<file path="src/rtl/state_app_dispatcher.sv">
// -----------------------------------------------------------------------------
// state_app_dispatcher
//
// Feeds lookups into the three-stage state_lookup_app chain. Two requester
// FIFOs (wildcard-match WC and exact-match EM) are served round-robin. Each
// lookup produces exactly one state_entry_vld pulse toward app1. A credit
// counter caps the number of lookups in flight at MAX_INFLIGHT, which must not
// exceed the result FIFO depth. A table_flush request first waits for every
// outstanding lookup to drain, then emits a single-cycle flush_go strobe.
//
// Optional feature macro: STATE_DISPATCH_STATS_EN
//   When defined, adds the wc_grant_cnt, em_grant_cnt and stall_cnt outputs.
//
// Parameters
//   ENTRY_W       state entry width      (STATE_TABLE_ENTRY_WIDTH in the system)
//   ACT_W         action word width      (OPENFLOW_ACTION_WIDTH)
//   PORT_W        source-port width      (OPENFLOW_ENTRY_SRC_PORT_WIDTH)
//   MAX_INFLIGHT  credit count, <= result FIFO depth
//
// Ports
//   clk                  core clock
//   reset                synchronous, active-low (0 = reset)
//   wc_empty / em_empty  requester FIFO empty flags
//   wc_rd_en / em_rd_en  requester FIFO pops (dout valid on the next cycle)
//   wc_* / em_*          entry, action and source port from the FIFO dout
//   state_entry          lookup key to app1 (holds the last issued value)
//   state_entry_vld      one-cycle issue strobe to app1
//   action_out           action to app1
//   src_port_out         source port to app1
//   result_rd_en         result FIFO pop; returns one credit
//   table_flush          flush request level, sampled in ARB
//   flush_go             one-cycle flush strobe to the app tables
//   credit_err           sticky: credit returned while none were outstanding
//   state_dbg            current FSM state, for debug and checkers
//   wc_grant_cnt, em_grant_cnt, stall_cnt  (STATE_DISPATCH_STATS_EN only)
//
// Handshake: a requester is "ready" when its empty flag is low. A pop is the
// single cycle rd_en is high; the FIFO presents the popped word on the next
// cycle, where FETCH captures it. state_entry_vld has no backpressure: the
// downstream chain accepts every issue strobe.
// -----------------------------------------------------------------------------
module state_app_dispatcher #(
  parameter int ENTRY_W      = 32,
  parameter int ACT_W        = 16,
  parameter int PORT_W       = 8,
  parameter int MAX_INFLIGHT = 8
) (
  input  logic              clk,
  input  logic              reset,
  input  logic              wc_empty,
  input  logic              em_empty,
  output logic              wc_rd_en,
  output logic              em_rd_en,
  input  logic [ENTRY_W-1:0] wc_entry,
  input  logic [ENTRY_W-1:0] em_entry,
  input  logic [ACT_W-1:0]   wc_action,
  input  logic [ACT_W-1:0]   em_action,
  input  logic [PORT_W-1:0]  wc_port,
  input  logic [PORT_W-1:0]  em_port,
  output logic [ENTRY_W-1:0] state_entry,
  output logic              state_entry_vld,
  output logic [ACT_W-1:0]   action_out,
  output logic [PORT_W-1:0]  src_port_out,
  input  logic              result_rd_en,
  input  logic              table_flush,
  output logic              flush_go,
  output logic              credit_err,
  output logic [2:0]        state_dbg
`ifdef STATE_DISPATCH_STATS_EN
  ,
  output logic [31:0]       wc_grant_cnt,
  output logic [31:0]       em_grant_cnt,
  output logic [31:0]       stall_cnt
`endif
);

  localparam int CNT_W = $clog2(MAX_INFLIGHT) + 1;
  localparam logic [CNT_W-1:0] MAX_CNT = CNT_W'(MAX_INFLIGHT);

  localparam logic [2:0] ST_ARB   = 3'd0;
  localparam logic [2:0] ST_FETCH = 3'd1;
  localparam logic [2:0] ST_ISSUE = 3'd2;
  localparam logic [2:0] ST_DRAIN = 3'd3;
  localparam logic [2:0] ST_FLUSH = 3'd4;

  logic [2:0]       state;
  logic [CNT_W-1:0] outstanding;
  logic             rr_last_em;  // 1: EM issued last, so WC has priority
  logic             grant_em;    // requester granted for the lookup in flight

  logic [ENTRY_W-1:0] entry_q;
  logic [ACT_W-1:0]   action_q;
  logic [PORT_W-1:0]  port_q;

  logic wc_req, em_req, any_req;
  logic credit_ok, can_grant, pick_em;
  logic issue, pop_ok;

  assign wc_req    = !wc_empty;
  assign em_req    = !em_empty;
  assign any_req   = wc_req || em_req;
  assign credit_ok = (outstanding < MAX_CNT);

  // A pending flush outranks new grants so the drain starts from a stable count.
  assign can_grant = (state == ST_ARB) && !table_flush && credit_ok && any_req;

  // EM wins when it is the only requester, or when both request and WC went last.
  assign pick_em = em_req && (!wc_req || !rr_last_em);

  assign issue  = (state == ST_ISSUE);
  assign pop_ok = result_rd_en && (outstanding != '0);

  // Strobes are gated by reset so nothing leaks out while reset is held low.
  assign wc_rd_en        = reset && can_grant && !pick_em;
  assign em_rd_en        = reset && can_grant &&  pick_em;
  assign state_entry_vld = reset && issue;
  assign flush_go        = reset && (state == ST_FLUSH);

  assign state_entry  = entry_q;
  assign action_out   = action_q;
  assign src_port_out = port_q;
  assign state_dbg    = state;

  always_ff @(posedge clk) begin
    if (!reset) begin
      state      <= ST_ARB;
      rr_last_em <= 1'b1;
      grant_em   <= 1'b0;
      entry_q    <= '0;
      action_q   <= '0;
      port_q     <= '0;
    end else begin
      case (state)
        ST_ARB: begin
          if (table_flush) begin
            state <= ST_DRAIN;
          end else if (can_grant) begin
            grant_em <= pick_em;
            state    <= ST_FETCH;
          end
        end
        ST_FETCH: begin
          if (grant_em) begin
            entry_q  <= em_entry;
            action_q <= em_action;
            port_q   <= em_port;
          end else begin
            entry_q  <= wc_entry;
            action_q <= wc_action;
            port_q   <= wc_port;
          end
          state <= ST_ISSUE;
        end
        ST_ISSUE: begin
          rr_last_em <= grant_em;
          state      <= ST_ARB;
        end
        ST_DRAIN: begin
          if (outstanding == '0) state <= ST_FLUSH;
        end
        ST_FLUSH: state <= ST_ARB;
        default:  state <= ST_ARB;
      endcase
    end
  end

  // Credit accounting: an issue and a valid return in the same cycle cancel.
  // A return with nothing outstanding is dropped and flagged.
  always_ff @(posedge clk) begin
    if (!reset) begin
      outstanding <= '0;
      credit_err  <= 1'b0;
    end else begin
      case ({issue, pop_ok})
        2'b10:   outstanding <= outstanding + CNT_W'(1);
        2'b01:   outstanding <= outstanding - CNT_W'(1);
        default: outstanding <= outstanding;
      endcase
      if (result_rd_en && (outstanding == '0)) credit_err <= 1'b1;
    end
  end

`ifdef STATE_DISPATCH_STATS_EN
  logic stall;
  assign stall = (state == ST_ARB) && !table_flush && !credit_ok && any_req;

  always_ff @(posedge clk) begin
    if (!reset || (state == ST_FLUSH)) begin
      wc_grant_cnt <= '0;
      em_grant_cnt <= '0;
      stall_cnt    <= '0;
    end else begin
      if (issue && !grant_em) wc_grant_cnt <= wc_grant_cnt + 32'd1;
      if (issue &&  grant_em) em_grant_cnt <= em_grant_cnt + 32'd1;
      if (stall)              stall_cnt    <= stall_cnt + 32'd1;
    end
  end
`endif

endmodule

</file>
<file path="config.mk">
export PLATFORM = sky130hd
export DESIGN_NAME = state_app_dispatcher
export DESIGN_NICKNAME = d
export VERILOG_FILES = /design/src/rtl/state_app_dispatcher.sv
export SDC_FILE = /design/constraint.sdc
export NUM_CORES = 1
export LEC_CHECK = 0
export BUFFER_PORTS_ARGS = -buffer_cell sky130_fd_sc_hd__buf_2
export CORE_MARGIN = 4
export CORE_UTILIZATION = 40
export CTS_CLUSTER_DIAMETER = 120
export DETAILED_ROUTE_END_ITERATION = 8
export GPL_ROUTABILITY_DRIVEN = 0
export PLACE_DENSITY = 0.74
export REMOVE_ABC_BUFFERS = 1
export SLEW_MARGIN = 10
export SYNTH_ARGS = -nofsm -noshare
export SYNTH_HDL_FRONTEND = slang
export SYNTH_SLANG_ARGS = --single-unit
</file>
<file path="constraint.sdc">
create_clock -name clk -period 4.5 [get_ports clk]
set_clock_uncertainty 0.1 [all_clocks]
set_input_delay 0.45 -clock clk [delete_from_list [all_inputs] [get_ports clk]]
set_output_delay 0.45 -clock clk [all_outputs]
set_load 0.02 [all_outputs]
</file>
# Yosys cells after proc, flatten, opt, wreduce, memory -nomap -nowiden

Cells that the tools add are included.
Widths: inputs -> output; s select.

Register bits: 66
Output and inout bits: 64
Word-level logic and storage cells: 52

$add $sub $neg: 2
Order comparisons: 1
Equality and inequality tests: 8
Mux-type cells: 8
Bitwise gates (word level): 1
Reduce and logical (&&, ||, !) cells: 24

Operator list:

| cell                | number |
|---|---|
| $mux 32             | 1 |
| $mux 16             | 1 |
| $logic_and 1x1->1   | 11 |
| $mux 3              | 3 |
| $pmux 3 s3          | 1 |
| $mux 8              | 1 |
| $pmux 4 s2          | 1 |
| $eq 3x2->1 const B  | 2 |
| $logic_not 1->1     | 5 |
| $add 4x1->4 const B | 1 |
| $logic_not 4->1     | 1 |
| $lt 4x4->1 const B  | 1 |
| $reduce_bool 4->1   | 1 |
| $sub 4x1->4 const B | 1 |
| $eq 3x1->1 const B  | 1 |
| $eq 3x3->1 const B  | 1 |
| $logic_not 3->1     | 1 |
| $ne 3x3->1 const B  | 1 |
| $reduce_and 3->1    | 1 |
| $eq 2x1->1 const B  | 1 |
| $eq 2x2->1 const B  | 1 |
| $logic_or 1x1->1    | 2 |
| $ne 2x2->1 const B  | 1 |
| $reduce_and 2->1    | 1 |
| 2 further kinds     | 2 |

# Logic depth before layout (Yosys ltp)

Gate-level depths: netlist of run 1.

Word-level depth: 7
Depth in mapped cells: 10

# Worst setup path after synthesis of run 1

No wires, ideal clock.

Path kind: register to register
From: register outstanding[0]
To: register outstanding[2]
Data arrival time: 2.288 ns
Data required time: 4.324 ns
Setup slack: 2.036 ns
Cell stages (with the launch flop): 10
Path buffers: 0
Clock period less this slack: 2.464 ns
Path through: dfxtp_1 > or4_1 > and2_1 > ha_1 > xor2_1 > ha_1 > a21oi_1 > xor2_1 > or3_1 > a21boi_0

Word-level cells in the longest chain between the ends: 4
Elaborated cells between the ends (all ways): 8

RTL lines:

| what                                                                | RTL line | source |
|---|---|---|
| start, declared                                                     | 87       | `logic [CNT_W-1:0] outstanding;` |
| start signal, assigned                                              | 175      | `2'b10: outstanding <= outstanding + CNT_W'(1);` |
| start signal, assigned                                              | 176      | `2'b01: outstanding <= outstanding - CNT_W'(1);` |
| start signal, assigned                                              | 177      | `default: outstanding <= outstanding;` |
| parallel branches: the longest is 4 deep, another holds $sub 4x1->4 | --       |  |

Several ways; the timed one is not identified.
A chain may end at the register's enable or synchronous reset.

# Final worst setup path of run 1

Ends and elaborated chain as after synthesis.

==> flow_summary.yaml, run 1 <==
status:
  outcome: "complete, no violations"
grt:
  gr-usage-met3_pct: 5.815
  grt_pass1_wl_um: 13000
  busiest_layer: "met2"
  track_usage_pct: 16.14
  grt_pass1_vias: 2995
  met1_usage_pct: 17.34
  antenna_found_initial: 0
  grt_use_met2_pct: 28.98
  grt_max_degree: 113
  overflow: 0
clock_network:
  cts_num_sinks: 66
  cts_buffer_depth: 2
  worstSkewPairLatency_ps: 330
  cts_resized: 0
  cts_htree_levels: 3
  cts_setup_buffers: 0
  cts_tree: "done"
  cts_buffers: 9
  cts_hold_buf: 0
  cts-root-buf: "clkbuf_8"
  path_clk_slew_ps: 70
worst_hold_path:
  hold_path.startpoint: "wc_entry[10]"
  hp-class: "input pin to register"
die:
  dieArea_um2: 9456
  core.rowCount: 32
  die_width_um: 97.24
  die_y_um: 97.24
  num_io_pins: 182
  fp.coreArea_um2: 7727
  initial_core_util_pct: 41.22
setup_path:
  cp.arrival_ps: 2850
  critPathBufInv: 0
  slowest_stage: "or4_1"
  path_cells: "or4_1 -> and2_1 -> ha_1 -> xor2_1 -> ha_1 -> a21oi_1 -> xor2_1 -> or3_1 -> a21boi_0"
  rr_startpoint: "outstanding[0]$_SDFFE_PN0P_"
  critPathMaxStageDelay_ps: 610
  crit_type: "register to register"
  crit_fanout: 5
  critPathCaptureType: "register"
  start_kind: "register"
  cp_top_family: "simple AND/OR/NAND/NOR gates"
  required_ps: 4660
  cp-startpoint: "outstanding[0]$_SDFFE_PN0P_"
sta:
  finalSetupViolations: 0
  finalHoldViolCount: 0
  fin_crit_ps: 2694
  max_slew_margin_pct: 33.17
  worst_pin_slew_ps: 1002
  drv_slew: 0
  rsz0062_at_grt: "no"
  fin_crit_sh_pct: 59.86
  fmax_mhz: 371.2
  final.setup.tns_ps: 0
finish:
  final_cell_mix: "buf_2 (181), dfxtp_1 (65), nand2_1 (62), mux2i_1 (58), o211a_1 (56)"
  final_util_pct: 55.07
  final_layout_size_suffix_gt1_share_pct: 40.61
  final_common_cell: "buf_2"
  fillCellCount: 712
  n_antenna_cell: 0
  syn_to_final_growth_pct: 33.58
  fin_nets: 606
yosys:
  synth_top_area_share_pct: 41.48
  yosysWarnings: 0
  synthCells: 319
  async_reset_ff_share_pct: 0
  synth_area_leaders: "dfxtp_1 (41%), mux2i_1 (18%), o211a_1 (18%)"
  synth_edf_count: 0
  netlist-cell-type-count: 32
  dominantRegCellSynth: "dfxtp_1"
  yosys.area.top_type: "dfxtp_1"
  synth_seq_cells: 66
  seq_area_frac_synth_pct: 41.48
  syn-cell-area_um2: 3186
  syn_area_per_cell_um2: 9.986
flow_run:
  cap_violations: 0
drt:
  drt_iter0_drc: 67
  drtPass1Iterations: 4
  dr_total_vias: 2903
  viasPerCell: 4.904
  drt-total-wl_um: 7750
  drc: 0
  routedWlPerCell_um: 13.09
  ant_nets: 0
pwr:
  p_per_area_nw_per_um2: 530.9
  p_leak_uw: 0.002508
  ir_worst_vdd_mv: 0.2482
placement:
  portBuffers: 181
  place_hpwl_um: 5578
## routing by layer
| layer | share of wire (%) | vias to the layer above | wire length (um) |
|---|---|---|---|
| met2 | 51 | 109 | 3915 |
| met1 | 39 | 1307 | 3052 |
| li1 | - | 1475 | - |
| met5 | 0 | - | 0 |
| met3 | 8.3 | 12 | 645 |
| met4 | 1.8 | 0 | 136 |
## power by group
part	internal (uW)	switching, uW
logic	390	529
clock network	244	210
registers	757	130
total	1390	869
## cell type report
| cell class | instances | area, um2 | share of cell area [%] |
|---|---|---|---|
| clock buffers | 14 | 172.7 | 4.058 |
| inverters | 2 | 7.507 | 0.1764 |
| flip-flops and latches | 66 | 1325 | 31.14 |
| clock inverters | 2 | 10.01 | 0.2352 |
| repair buffers | 183 | 920.9 | 21.64 |
| well taps | 102 | 127.6 | 2.999 |
| multi-input cells | 223 | 1692 | 39.75 |
## registers in the layout, summed over array words and instances (netlist names)
signal,count
outstanding,4
action_out,16
src_port_out,8
rr_last_em,1
credit_err,1
state_dbg,3
state_entry,32
grant_em,1
## worst reg2reg max path: cells and delay by family, from the launching register on
family	cells	cell delay (ps)
AO/OA/AOI/OAI	2	310
XOR/XNOR	2	270
adder cells (fa/ha/maj)	2	440
flip-flops	1	350
AND/OR/NAND/NOR	3	1160
## cell families (layout without fill, tap and decap cells)
kind of cell	Yosys count	in the layout	synth area share, %
adders and majority gates	3	3	1.178
and+or+nand+nor	90	90	12.65
AOI/OAI and AO/OA	69	69	20.23
DFF	66	66	41.48
muxes	58	58	18.22
xor gates and xnor gates	3	3	0.8250
buffers and inverters	30	201	5.420
## synth_stat cells, drive strengths merged, types with 2 or more instances
library cell / number
and2: 2
nor2: 6
buf: 21
mux2i: 58
inv: 2
dfxtp: 66
ha: 3
nor2b: 4
nand2b: 2
a21boi: 2
clkbuf: 7
a21oi: 5
nand2: 62
or3: 3
xor2: 2
nand3: 5
o211a: 56
## stage by stage
step	setup WS, ps	cell area (um2)	std cells	power, uW	hold slack [ps]
2_1_floorplan	1301	3020	291	1518	350.3
3_3_place_gp	1950	4073	576	1787	342.5
3_5_place_dp	1841	4073	576	1821	373.2
4_1_cts	1801	4255	592	2293	351.2
5_1_grt	1653	4255	592	2424	354.2
6_report	1806	4255	592	2259	367.1
## worst paths after layout
path | to | slack [ps] | depth (start not counted)
worst max-delay path | outstanding[2]$_SDFFE_PN0P_ | 1810 | 9
worst min-delay path | state_entry[10]$_SDFFE_PN0P_ | 370 | 4
worst max register to register | outstanding[2]$_SDFFE_PN0P_ | 1810 | 9
worst min register to register | credit_err$_SDFFE_PN0P_ | 380 | 1
(Power assumes the default switching activity.)
==> run 2, diff against run 1 <==
==> constraint.sdc (replaced) <==
create_clock -name clk -period 2.6 [get_ports clk]
set_clock_uncertainty 0.1 [all_clocks]
set_input_delay 0.26 -clock clk [delete_from_list [all_inputs] [get_ports clk]]
set_output_delay 0.26 -clock clk [all_outputs]
set_load 0.02 [all_outputs]
==> run 2 against run 1 <==
Die area is the same. Critical path depth is the same. Register-to-register slack lost 1700 ps. Combinational power grew 82%. Worst hold slack lost 210 ps. Utilization grew 0.39 points. Power grew 74%. Global-route usage is essentially flat. Non-clock buffer count grew 3. Via count grew 2.2%. Count of clock-buffer cells in the layout shrank 2. Cell area grew 0.71%. Highest routed layer unchanged.
==> flow_summary.yaml, run 2 (same netlist as run 1, synthesis figures left out) <==
die:
  num_io_pins: 182
  die_y_um: 97.24
  dieArea_um2: 9456
  die_width_um: 97.24
  initial_core_util_pct: 41.22
  fp.coreArea_um2: 7727
  core.rowCount: 32
sta:
  worst_pin_slew_ps: 585.4
  rsz0062_at_grt: "no"
  fmax_mhz: 393.9
  layout_setup_ws_ps: 61.08
  finalSetupViolations: 0
  whs_ps: 160.6
  drv_slew: 0
  fin_crit_ps: 2539
  finalHoldViolCount: 0
  fin_crit_sh_pct: 97.65
  max_slew_margin_pct: 60.97
finish:
  fin_cells: 594
  final_util_pct: 55.46
  fillCellCount: 702
  syn_to_final_growth_pct: 34.52
  largest_register_ffs: 32
  final_layout_size_suffix_gt1_share_pct: 41.67
  n_antenna_cell: 0
  final_cell_mix: "buf_2 (181), dfxtp_1 (64), nand2_1 (62), mux2i_1 (58), o211a_1 (56)"
  final_common_cell: "buf_2"
  fin_nets: 609
grt:
  met1_usage_pct: 16.19
  overflow: 0
  gr-usage-met3_pct: 5.958
  grt_max_degree: 65
  grt_pass1_wl_um: 12810
  busiest_layer: "met2"
  grt_pass1_vias: 2930
  antenna_found_initial: 0
  track_usage_pct: 16.13
  grt_use_met2_pct: 29.78
drt:
  routedWlPerCell_um: 13.12
  ant_nets: 0
  drtPass1Iterations: 4
  dr_total_vias: 2967
  drt-total-wl_um: 7795
  drc: 0
  viasPerCell: 4.995
  drt_iter0_drc: 29
setup_path:
  path_cells: "or4_1 -> and2_1 -> ha_2 -> xor2_1 -> ha_1 -> a21oi_2 -> xor2_1 -> or3_1 -> a21boi_1"
  slowest_stage: "or4_1"
  crit_type: "register to register"
  critPathBufInv: 0
  cp-startpoint: "outstanding[3]$_SDFFE_PN0P_"
  rr_startpoint: "outstanding[3]$_SDFFE_PN0P_"
  critPathMaxStageDelay_ps: 540
  critPathCaptureType: "register"
  crit_top_cell: "xor2_1"
  cp.arrival_ps: 2690
  start_kind: "register"
  crit_fanout: 4
  cp_top_family: "simple AND/OR/NAND/NOR gates"
  required_ps: 2750
placement:
  place_inst: 579
  place_hpwl_um: 5764
  dp_slack_ps: 82.73
  portBuffers: 181
clock_network:
  cts_hold_buf: 0
  cts-root-buf: "clkbuf_8"
  cts_setup_buffers: 0
  worstSkewPairLatency_ps: 330
  cts_num_sinks: 66
  cts_htree_levels: 3
  cts_buffers: 9
  path_clk_slew_ps: 70
  cts_tree: "done"
  cts_buffer_depth: 2
pwr:
  ir_worst_vdd_mv: 0.3811
  p_leak_uw: 0.002522
  p_per_area_nw_per_um2: 917.5
status:
  outcome: "complete, no violations"
worst_hold_path:
  hp-class: "input pin to register"
  hold_path.startpoint: "em_empty"
flow_run:
  cap_violations: 0
-- run 2: changes by cell type in the layout (fill, tap and decap cells not counted), sizes merged --
cell    previous run  this run
buf              183       186
clkinv             2         3
clkbuf            14        12
-- run 2: tightest hold or removal path, stage by stage --
cell and delay (ps):
buf_2 100, a21oi_1 50, nand3_1 60, a21boi_0 60
-- run 2: repair_timing --
action / 4_1_cts / 5_1_grt
pin swaps: 0 / 0
setup endpoints to repair: 1 / 1
gates resized for setup: 1 / 3
-- run 2: stage by stage --
step | instance area (um2) | power [uW] | TNS (ps)
5_1_grt | 4285 | 4187 | 0
3_5_place_dp | 4108 | 3189 | 0
3_3_place_gp | 4108 | 3124 | 0
2_1_floorplan | 3020 | 2626 | -33530
6_report | 4285 | 3932 | 0
4_1_cts | 4278 | 3965 | 0
-- run 2: where the power goes --
group / internal, uW / switching, uW
combinational: 704 / 962
clock: 388 / 365
sequential: 1310 / 201
-- run 2: worst paths after layout --
kind                                      end  slack [ps]  cells after the start
hold reg to reg       credit_err$_SDFFE_PN0P_         370                      1
setup / recovery  outstanding[2]$_SDFFE_PN0P_          60                      9
hold / removal          grant_em$_SDFFE_PN0P_         160                      4
setup reg to reg  outstanding[2]$_SDFFE_PN0P_          60                      9
-- run 2: layer usage --
metal  wire length, um  vias to the layer above
met3               663                       13
met5                 0                        -
li1                  -                     1483
met4               149                        0
met2              3940                      122
met1              3042                     1349
-- run 2: layout make-up --
class	instances	area, um2	area share [%]
multi-input cells	223	1698	39.62
flip-flops and latches	66	1326	30.95
repair buffers	186	955.9	22.31
clock buffers	12	155.1	3.620
well taps	102	127.6	2.978
clock inverters	3	15.01	0.3504
inverters	2	7.507	0.1752
==> run 3, diff against run 2 <==
--- a/config.mk
+++ b/config.mk
@@ -6,7 +6,7 @@
 export NUM_CORES = 1
 export LEC_CHECK = 0
 export BUFFER_PORTS_ARGS = -buffer_cell sky130_fd_sc_hd__buf_2
-export CORE_MARGIN = 4
+export CORE_MARGIN = 2
 export CORE_UTILIZATION = 40
 export CTS_CLUSTER_DIAMETER = 120
 export DETAILED_ROUTE_END_ITERATION = 8
==> constraint.sdc (replaced) <==
create_clock -name clk -period 2.5 [get_ports clk]
set_clock_uncertainty 0.1 [all_clocks]
set_input_delay 0.25 -clock clk [delete_from_list [all_inputs] [get_ports clk]]
set_output_delay 0.25 -clock clk [all_outputs]
set_load 0.02 [all_outputs]
==> run 3 against run 2 <==
Maximum frequency rose by 4.9%. Die area decreased by 8.1%. Flip-flop and latch count stayed put. Final cell count is 0.67% higher. Utilization increased by 0.42 points. Largest cell class unchanged.
==> flow_summary.yaml, run 3 (same netlist as run 1, synthesis figures left out) <==
sta:
  rsz0062_at_grt: "no"
  fmax_mhz: 413.1
  max_slew_margin_pct: 65.88
  layout_setup_ws_ps: 79.48
  fin_crit_sh_pct: 96.82
  finalSetupViolations: 0
  worst_pin_slew_ps: 511.8
  drv_slew: 0
  whs_ps: 144.4
  finalHoldViolCount: 0
  fin_crit_ps: 2421
clock_network:
  path_clk_slew_ps: 60
  cts_htree_levels: 3
  cts_buffers: 9
  cts_hold_buf: 0
  cts_tree: "done"
  cts_num_sinks: 66
  cts_buffer_depth: 2
  worstSkewPairLatency_ps: 320
  cts-root-buf: "clkbuf_8"
pwr:
  p_leak_uw: 0.002536
  ir_worst_vdd_mv: 0.4032
  p_per_area_nw_per_um2: 954.9
  p_total_uw: 4123
setup_path:
  crit_fanout: 4
  cp_top_family: "simple AND/OR/NAND/NOR gates"
  start_kind: "register"
  cp.arrival_ps: 2570
  slowest_stage: "or4_4"
  critPathMaxStageDelay_ps: 540
  path_cells: "or4_4 -> and2_1 -> ha_2 -> xor2_1 -> ha_1 -> a21oi_2 -> xor2_1 -> or3_1 -> a21boi_1"
  crit_type: "register to register"
  crit_top_cell: "xor2_1"
  critPathBufInv: 0
  critPathCaptureType: "register"
  required_ps: 2650
drt:
  viasPerCell: 4.958
  ant_nets: 0
  drt-total-wl_um: 7594
  drtPass1Iterations: 4
  dr_total_vias: 2965
  drc: 0
  drt_iter0_drc: 79
  routedWlPerCell_um: 12.70
die:
  core.rowCount: 32
  die_y_um: 93.24
  fp.coreArea_um2: 7727
  num_io_pins: 182
  dieArea_um2: 8694
  die_width_um: 93.24
  initial_core_util_pct: 41.22
finish:
  final_common_cell: "buf_2"
  regArea_um2: 1326
  n_antenna_cell: 0
  multiInputGateArea_um2: 1702
  final_util_pct: 55.88
  fin_nets: 612
  final_cell_mix: "buf_2 (181), dfxtp_1 (64), nand2_1 (62), mux2i_1 (58), o211a_1 (56)"
  final_layout_size_suffix_gt1_share_pct: 41.94
  largest_register_ffs: 32
  fin_cells: 598
  syn_to_final_growth_pct: 35.55
  fillCellCount: 714
placement:
  portBuffers: 181
  place_hpwl_um: 5587
  place_inst: 582
  dp_slack_ps: 5.816
grt:
  met1_usage_pct: 17.71
  grt_pass1_wl_um: 12030
  grt_max_degree: 113
  antenna_found_initial: 0
  track_usage_pct: 16.95
  busiest_layer: "met2"
  grt_use_met2_pct: 32.13
  grt_pass1_vias: 2856
  gr-usage-met3_pct: 3.626
  overflow: 0
worst_hold_path:
  hp-class: "input pin to register"
status:
  outcome: "complete, no violations"
flow_run:
  cap_violations: 0
[run 3: cell type report]
| class | instances | share of cell area [%] |
|---|---|---|
| multi-input combinational | 223 | 39.41 |
| inverter | 2 | 0.1739 |
| sequential | 66 | 30.72 |
| timing repair buffer | 189 | 22.95 |
| clock inverter | 3 | 0.3477 |
| tap | 102 | 2.956 |
| clock buffer | 13 | 3.448 |
[run 3: timing repair]
action / 4_1_cts / 5_1_grt
endpoints found under the setup margin: 1 / 1
gates resized for setup: 1 / 4
setup buffers: 0 / 0
[run 3: path summary, 6_finish.rpt]
path / startpoint / endpoint / slack, ps / cells after the start
worst max register to register: outstanding[3]$_SDFFE_PN0P_ / outstanding[2]$_SDFFE_PN0P_ / 80 / 9
worst min-delay path: em_empty / grant_em$_SDFFE_PN0P_ / 140 / 4
worst min register to register: credit_err$_SDFFE_PN0P_ / credit_err$_SDFFE_PN0P_ / 380 / 1
worst max-delay path: outstanding[3]$_SDFFE_PN0P_ / outstanding[2]$_SDFFE_PN0P_ / 80 / 9
[run 3: power breakdown]
| part | internal (uW) | leakage [uW] | total, uW | switching (uW) |
|---|---|---|---|---|
| sequential | 1360 | 0.000544 | 1570 | 201 |
| clock | 383 | 0.0000872 | 752 | 369 |
| combinational | 784 | 0.00190 | 1810 | 1020 |
| total | 2530 | 0.00254 | 4120 | 1590 |
[run 3: worst reg2reg max path: cells and delay by family, from the launching register on]
| kind | cells | cell delay (ps) |
|---|---|---|
| AOI/OAI and AO/OA | 2 | 270 |
| DFF | 1 | 330 |
| and+or+nand+nor | 3 | 1050 |
| xor gates and xnor gates | 2 | 230 |
| adders and majority gates | 2 | 390 |
[run 3: routing by layer]
metal  part of all wire [%]  routed length (um)
met1                     39                2970
met3                    5.8                 440
met4                    2.1                 161
met5                      0                   0
met2                     53                4022
[run 3: stage by stage]
step | setup TNS, ps | cell area (um2)
global route | 0 | 4318
finish | 0 | 4318
global placement | 0 | 4143
CTS | 0 | 4310
detailed placement | 0 | 4143
floorplan | -39160 | 3020
